**config.mk**
```make
export PLATFORM = sky130hd
export DESIGN_NAME = rr_decode_arbiter
export DESIGN_NICKNAME = d
export VERILOG_FILES = /design/src/rtl/rr_decode_arbiter.sv
export SDC_FILE = /design/constraint.sdc
export NUM_CORES = 1
export LEC_CHECK = 0
export BUFFER_PORTS_ARGS = -buffer_cell sky130_fd_sc_hd__buf_2
export CAP_MARGIN = 15
export CELL_PAD_IN_SITES_DETAIL_PLACEMENT = 1
export CELL_PAD_IN_SITES_GLOBAL_PLACEMENT = 2
export CORE_MARGIN = 8
export CORE_UTILIZATION = 40
export CTS_CLUSTER_SIZE = 24
export DETAILED_ROUTE_END_ITERATION = 7
export PLACE_DENSITY = 0.91
export SLEW_MARGIN = 20
export SYNTH_ARGS = -nofsm -noshare
export SYNTH_HDL_FRONTEND = slang
export SYNTH_SLANG_ARGS = --single-unit
```
**constraint.sdc**
```tcl
create_clock -name clk -period 7.7 [get_ports clk]
set_clock_uncertainty 0.2 [all_clocks]
set_input_delay 0.77 -clock clk [delete_from_list [all_inputs] [get_ports clk]]
set_output_delay 0.77 -clock clk [all_outputs]
set_load 0.05 [all_outputs]
```
**src/rtl/rr_decode_arbiter.sv**
```systemverilog
// 8-way round-robin arbiter with registered one-hot grant and hold-until-release semantics.
// Define ARB_TIMEOUT_EN to force rotation after MAX_HOLD consecutive grant cycles.
module rr_decode_arbiter #(
    parameter int unsigned MAX_HOLD = 16
) (
    input  logic       clk,
    input  logic       rst_n,
    input  logic [7:0] req,
    output logic [7:0] gnt,
    output logic [2:0] gnt_idx,
    output logic       gnt_valid,
    output logic       timeout_pulse
);

    typedef enum logic [0:0] {StIdle, StGrant} state_e;

    if (MAX_HOLD < 2 || MAX_HOLD > 255) begin : g_bad_param
        $error("MAX_HOLD out of range 2..255");
    end

    state_e     state_q, state_d;
    logic [2:0] ptr_q, ptr_d;
    logic [2:0] idx_q, idx_d;
    logic [7:0] gnt_q, gnt_d;
    logic       valid_q, valid_d;
    logic       do_grant;
    logic [7:0] search_vec;
    logic [2:0] win;

    // Callers guarantee v != 0, so the fallback value is never used.
    function automatic logic [2:0] rr_pick(input logic [7:0] v, input logic [2:0] start);
        logic [2:0] idx;
        logic       found;
        rr_pick = start;
        found   = 1'b0;
        for (int i = 0; i < 8; i++) begin
            idx = start + 3'(i);
            if (!found && v[idx]) begin
                rr_pick = idx;
                found   = 1'b1;
            end
        end
    endfunction

`ifdef ARB_TIMEOUT_EN
    localparam logic [7:0] HoldMax = 8'(MAX_HOLD - 1);
    logic [7:0] hold_q, hold_d;
    logic       pulse_q, pulse_d;
    logic [7:0] others;

    assign others        = req & ~(8'b1 << idx_q);
    assign timeout_pulse = pulse_q;
`else
    assign timeout_pulse = 1'b0;
`endif

    always_comb begin
        state_d    = state_q;
        ptr_d      = ptr_q;
        idx_d      = idx_q;
        gnt_d      = gnt_q;
        valid_d    = valid_q;
        do_grant   = 1'b0;
        search_vec = req;
`ifdef ARB_TIMEOUT_EN
        hold_d     = hold_q;
        pulse_d    = 1'b0;
`endif
        unique case (state_q)
            StIdle: begin
                if (|req) do_grant = 1'b1;
            end
            StGrant: begin
                if (req[idx_q]) begin
`ifdef ARB_TIMEOUT_EN
                    if (hold_q == HoldMax) begin
                        // Limit reached: rotate only if someone else is waiting.
                        hold_d = '0;
                        if (|others) begin
                            do_grant   = 1'b1;
                            search_vec = others;
                            pulse_d    = 1'b1;
                        end
                    end else begin
                        hold_d = hold_q + 8'd1;
                    end
`endif
                end else if (|req) begin
                    do_grant = 1'b1;
                end else begin
                    state_d = StIdle;
                    gnt_d   = '0;
                    valid_d = 1'b0;
                end
            end
            default: state_d = StIdle;
        endcase

        win = rr_pick(search_vec, ptr_q);
        if (do_grant) begin
            state_d = StGrant;
            idx_d   = win;
            gnt_d   = 8'b1 << win;
            valid_d = 1'b1;
            ptr_d   = win + 3'd1;
`ifdef ARB_TIMEOUT_EN
            hold_d  = '0;
`endif
        end
    end

    always_ff @(posedge clk or negedge rst_n) begin
        if (!rst_n) begin
            state_q <= StIdle;
            ptr_q   <= '0;
            idx_q   <= '0;
            gnt_q   <= '0;
            valid_q <= 1'b0;
`ifdef ARB_TIMEOUT_EN
            hold_q  <= '0;
            pulse_q <= 1'b0;
`endif
        end else begin
            state_q <= state_d;
            ptr_q   <= ptr_d;
            idx_q   <= idx_d;
            gnt_q   <= gnt_d;
            valid_q <= valid_d;
`ifdef ARB_TIMEOUT_EN
            hold_q  <= hold_d;
            pulse_q <= pulse_d;
`endif
        end
    end

    assign gnt       = gnt_q;
    assign gnt_idx   = idx_q;
    assign gnt_valid = valid_q;

endmodule

```
==> flow_summary.toml, run 1 <==
[critical_path]
worst_setup_path_start_kind = "flop"
crit_path_top_delay_cell = "dfrtp_1"
crit_path_cell_trace = "clkinv_1 -> ha_1 -> mux2i_1 -> mux4_2 -> a32oi_4 -> nor2_1 -> a221oi_1 -> nor3_1 -> ha_1 -> ha_1 -> nand2_1 -> o21ai_0"
worstSetupPathType = "flop to flop"
critPathRequiredTime_ns = 7.61
worst_path_most_repeated_cell = "ha_1"
end_kind = "flop"
cp.arrival_ns = 5.03
path_max_fanout = 17
critPathMaxStageDelay_ns = 0.82

[grt]
grt_pass1_wl_um = 8590
grt_use_total_pct = 14.50
antenna_found_initial = 0
grt_max_degree = 19
grt_overflow = 0
first_global_vias = 1579

[min_path]
hold_path_class = "input port to async pin"

[timing]
period_share_pct = 66.46
worst_slew_pin_slew_ns = 0.7261
setup_viol = 0
relSlewSlack_pct = 51.31
fin_crit_ns = 5.118
rsz0062_at_grt = "false"
drv_slew = 0
fin_hold_ws_ns = 0.2204
fmax_mhz = 195.4
hold_violations = 0
tns_ns = 0

[detailed_routing]
routedWlPerCell_um = 21.26
via_per_inst = 6.252
num_vias = 1513
ant_nets = 0
wl_um = 5145
drc_errors = 0
drt_iter0_markers = 89
first_pass_iters = 4

[clocking]
cts_buffer_depth = 2
cts_resized = 0
ctsRootBufferMaster = "clkbuf_8"
htree_levels = 1
insertion_delay_ns = 0.25
clkSinkCount = 16
clk_pin_slew_ns = 0.06
tritoncts = "done"
post_cts.repair.setup_buffers = 0
cts_buffers = 3
ctsHoldBuffers = 0

[floorplanning]
start_util_pct = 41.81
die-area_um2 = 7005
rows = 24
core-area_um2 = 4384
die_x_um = 83.70
io-pin-count = 23
die_y_um = 83.70

[final_layout]
area_delta_synth_final_pct = 6.621
fin_util_pct = 44.58
final_common_cell = "nand2_1"
finalNetCount = 208
n_antenna_cell = 0
post-route-cell-area_um2 = 1954
layout_common_cells = "nand2_1 (28), buf_2 (21), dfrtp_1 (16)"
drive_above_1_share_pct = 28.95

[place]
globalplace.congestion = 0.9306
place_area_um2 = 1899
port_buffers = 21
dp_hpwl_um = 3982

[run]
max-cap-violations = 0

[synthesis]
ys_warn_count = 0
synthCells = 175
synth_seq_cells = 16
netlist-cell-type-count = 59
syn_area_per_cell_um2 = 10.47
syn-cell-area_um2 = 1833
seq_area_frac_synth_pct = 21.84
yosysTopAreaCellShare_pct = 21.84
synth_ff_type = "dfrtp_1"
async_flop_share_pct = 100.0
syn_nets = 192
synth_area_leaders = "dfrtp_1 (22%), mux4_2 (11%), mux4_1 (5.7%)"
synth-edff-count = 0
synth_top_cell_by_area = "dfrtp_1"

[run_status]
status = "finished clean"
## final cells by class
class / count / area [um2]
Tap cell: 52 / 65.06
Multi-Input combinational cell: 140 / 1295
Fill cell: 501 / 2430
Timing Repair Buffer: 21 / 105.1
Clock buffer: 4 / 55.05
Inverter: 9 / 33.78
Sequential cell: 16 / 400.4
## flip-flops by register name, indices dropped and copies added (netlist names)
register,cells
gnt,8
gnt_idx,3
ptr_q,3
gnt_valid,1
state_q,1
## critical path, delay by kind of cell (launching register included)
kind,cells,cell delay [ns]
buffers and inverters,1,0.45
flip-flops,1,0.82
AND/OR/NAND/NOR,3,0.37
multiplexers,2,0.77
adder cells (fa/ha/maj),3,1.31
AO/OA/AOI/OAI,3,1.06
## kinds of logic (layout without fill, tap and decap cells)
group / Yosys count / count (layout) / synth area share (%)
other: 1 / 1 / 0.2046
XOR/XNOR: 5 / 5 / 2.389
multiplexers: 33 / 33 / 29.42
buffers and inverters: 19 / 34 / 7.508
adder cells (fa/ha/maj): 7 / 7 / 4.778
flip-flops: 16 / 16 / 21.84
AO/OA/AOI/OAI: 40 / 40 / 19.66
AND/OR/NAND/NOR: 54 / 54 / 14.20
## stage by stage
step                      setup WS, ns  instances
after floorplan                  3.760        175
after global placement           2.851        238
after detailed placement         2.581        238
after CTS                        2.574        242
after global routing             2.213        242
final                            2.582        242
## Yosys cell counts, types with 2 or more instances
library cell  count
mux2_2            5
xnor2_1           4
buf_6             4
ha_1              7
a32o_1            3
clkbuf_8          2
mux2_4            2
nand3b_1          3
o21ai_1           4
nor2_1           10
a32oi_1           2
o21ai_0           5
mux4_1            4
mux2_1            2
a221oi_1          2
o22ai_1           2
mux4_2            9
nor4_1            2
inv_1             7
mux2i_1          10
dfrtp_1          16
nor3_1            2
a21oi_1           5
nand2_1          28
## layer usage
layer	vias up	global-route usage [%]	part of all wire, %
met5	-	0	0
met4	0	2.669	1.0
met3	7	2.051	2.8
met2	33	24.00	51
met1	775	19.41	45
li1	698	-	-
## path summary, 6_finish.rpt
path / start / endpoint / slack (ns) / depth (start not counted)
max in group asynchronous: rst_n / gnt[6] / 6.81 / 1
worst max register to register: ptr_q[0] / ptr_q[2] / 2.58 / 12
worst min-delay path: rst_n / ptr_q[2] / 0.22 / 1
worst min register to register: gnt[4] / gnt[4] / 0.28 / 2
worst max-delay path: ptr_q[0] / ptr_q[2] / 2.58 / 12
min in group clk: gnt[4] / gnt[4] / 0.28 / 2
Power of run 1 is not shown: default switching activity piles up to over one toggle a cycle in this logic, so the estimate is an artifact.
==> run 2: changes to the inputs <==
--- a/config.mk
+++ b/config.mk
@@ -10,10 +10,10 @@
 export CELL_PAD_IN_SITES_DETAIL_PLACEMENT = 1
 export CELL_PAD_IN_SITES_GLOBAL_PLACEMENT = 2
 export CORE_MARGIN = 8
-export CORE_UTILIZATION = 40
+export CORE_UTILIZATION = 34
 export CTS_CLUSTER_SIZE = 24
 export DETAILED_ROUTE_END_ITERATION = 7
-export PLACE_DENSITY = 0.91
+export PLACE_DENSITY = 0.83
 export SLEW_MARGIN = 20
 export SYNTH_ARGS = -nofsm -noshare
 export SYNTH_HDL_FRONTEND = slang
==> constraint.sdc (replaced) <==
create_clock -name clk -period 4.13 [get_ports clk]
set_clock_uncertainty 0.2 [all_clocks]
set_input_delay 0.413 -clock clk [delete_from_list [all_inputs] [get_ports clk]]
set_output_delay 0.413 -clock clk [all_outputs]
set_load 0.05 [all_outputs]
==> flow_summary.toml, run 2 (synthesis gave the netlist of run 1 again) <==
[final_layout]
finalNonFillerCells = 269
layout_common_cells = "nand2_1 (28), buf_2 (21), dfrtp_1 (16)"
final_common_cell = "nand2_1"
fin_util_pct = 39.57
largest_reg_flops = 8
n_antenna_cell = 0
finalNetCount = 217
area_delta_synth_final_pct = 11.67
drive_above_1_share_pct = 31.66

[critical_path]
path_buf_inv = 2
worstSetupPathType = "flop to flop"
crit_start = "ptr_q[0]"
path_max_fanout = 9
end_kind = "flop"
worst_setup_path_start_kind = "flop"
r2r-start = "ptr_q[0]"
crit_path_cell_trace = "clkinv_1 -> ha_1 -> mux4_1 -> mux2i_4 -> a32oi_4 -> buf_4 -> a21oi_1 -> o22ai_2 -> a32oi_1 -> nor3_1 -> ha_1 -> ha_1 -> nand2_1 -> o21ai_0"
critPathMaxStageDelay_ns = 0.69
cp.arrival_ns = 3.80
crit_path_top_delay_cell = "mux4_1"
critPathRequiredTime_ns = 4.03
crit_family = "adder cells"
worst_path_most_repeated_cell = "ha_1"

[grt]
grt_overflow = 0
met3_usage_pct = 1.379
grt_use_total_pct = 13.87
grt_most_used_layer = "met2"
grt_max_degree = 19
use_met1_pct = 18.31
first_global_vias = 1663
grtUsageMet2_pct = 23.30
antenna_found_initial = 0
grt_pass1_wl_um = 8659

[detailed_routing]
first_pass_iters = 4
wl_um = 5159
routedWlPerCell_um = 19.18
via_per_inst = 5.654
drc_errors = 0
num_vias = 1521
ant_nets = 0
drt_iter0_markers = 107

[floorplanning]
die-area_um2 = 7997
core-area_um2 = 5172
io-pin-count = 23
rows = 26
start_util_pct = 35.44
die_y_um = 89.43
die_x_um = 89.43

[place]
dp_cells = 264
port_buffers = 21
dp_hpwl_um = 4052
pre_cts_slack_ns = 0.2280
globalplace.congestion = 0.8380

[clocking]
htree_levels = 1
ctsRootBufferMaster = "clkbuf_8"
post_cts.repair.setup_buffers = 0
cts_resized = 0
clk_pin_slew_ns = 0.07
tritoncts = "done"
clkSinkCount = 16
cts_buffers = 3
cts_buffer_depth = 2
insertion_delay_ns = 0.25

[timing]
fmax_mhz = 256.6
setup_viol = 0
drv_slew = 0
hold_violations = 0
fin_crit_ns = 3.897
fin_ws_ns = 0.2332
worst_slew_pin_slew_ns = 0.7384
period_share_pct = 94.35
tns_ns = 0
rsz0062_at_grt = "false"
relSlewSlack_pct = 50.49

[run_status]
status = "finished clean"

[run]
max-cap-violations = 0

[min_path]
hold_path_class = "flop to flop"
worstHoldStart = "gnt[5]"
==> run 2: cell count changes in the layout (fill, tap and decap cells not counted), sizes merged <==
| cell | previous run | this run |
|---|---|---|
| buf | 21 | 29 |
| dlygate4sd3 | 0 | 1 |
==> run 2: final timing paths <==
check / end / slack (ns) / cells past startpoint
worst max-delay path: ptr_q[2] / 0.23 / 14
worst min-delay path: gnt[5] / 0.29 / 2
worst max register to register: ptr_q[2] / 0.23 / 14
worst min register to register: gnt[5] / 0.29 / 2
max in group asynchronous: gnt[3] / 3.04 / 2
min in group asynchronous: state_q / 0.42 / 2
==> run 2: per-stage QoR <==
step / hold WS [ns] / instance area, um2
floorplan: -0.08259 / 1833
global placement: 0.1481 / 1982
detailed placement: 0.1533 / 1982
CTS: 0.2919 / 2047
global route: 0.3066 / 2047
finish: 0.2885 / 2047
==> run 2: area by class of cell <==
type / instances / area [um2]
fill: 595 / 3126
multi-input combinational: 140 / 1295
sequential: 16 / 400.4
timing repair buffer: 30 / 175.2
tap: 70 / 87.58
clock buffer: 4 / 55.05
inverter: 9 / 33.78
==> run 2: repair_timing <==
action                                  4_1_cts  5_1_grt
endpoints found under the setup margin        0        0
endpoints found under the hold margin        16        0
hold buffers                                  1        0
==> run 2: metal layers <==
metal	share of wire (%)	wire length, um
met1	49	2519
met2	48	2494
met3	1.9	98
met4	0.89	46
met5	0	0
==> run 2: worst min-delay path, stage by stage (launching register included) <==
cell and delay [ns]:
dfrtp_1 0.34, nand2_1 0.05, o21ai_1 0.06
Power of run 2 is left out for the same reason.
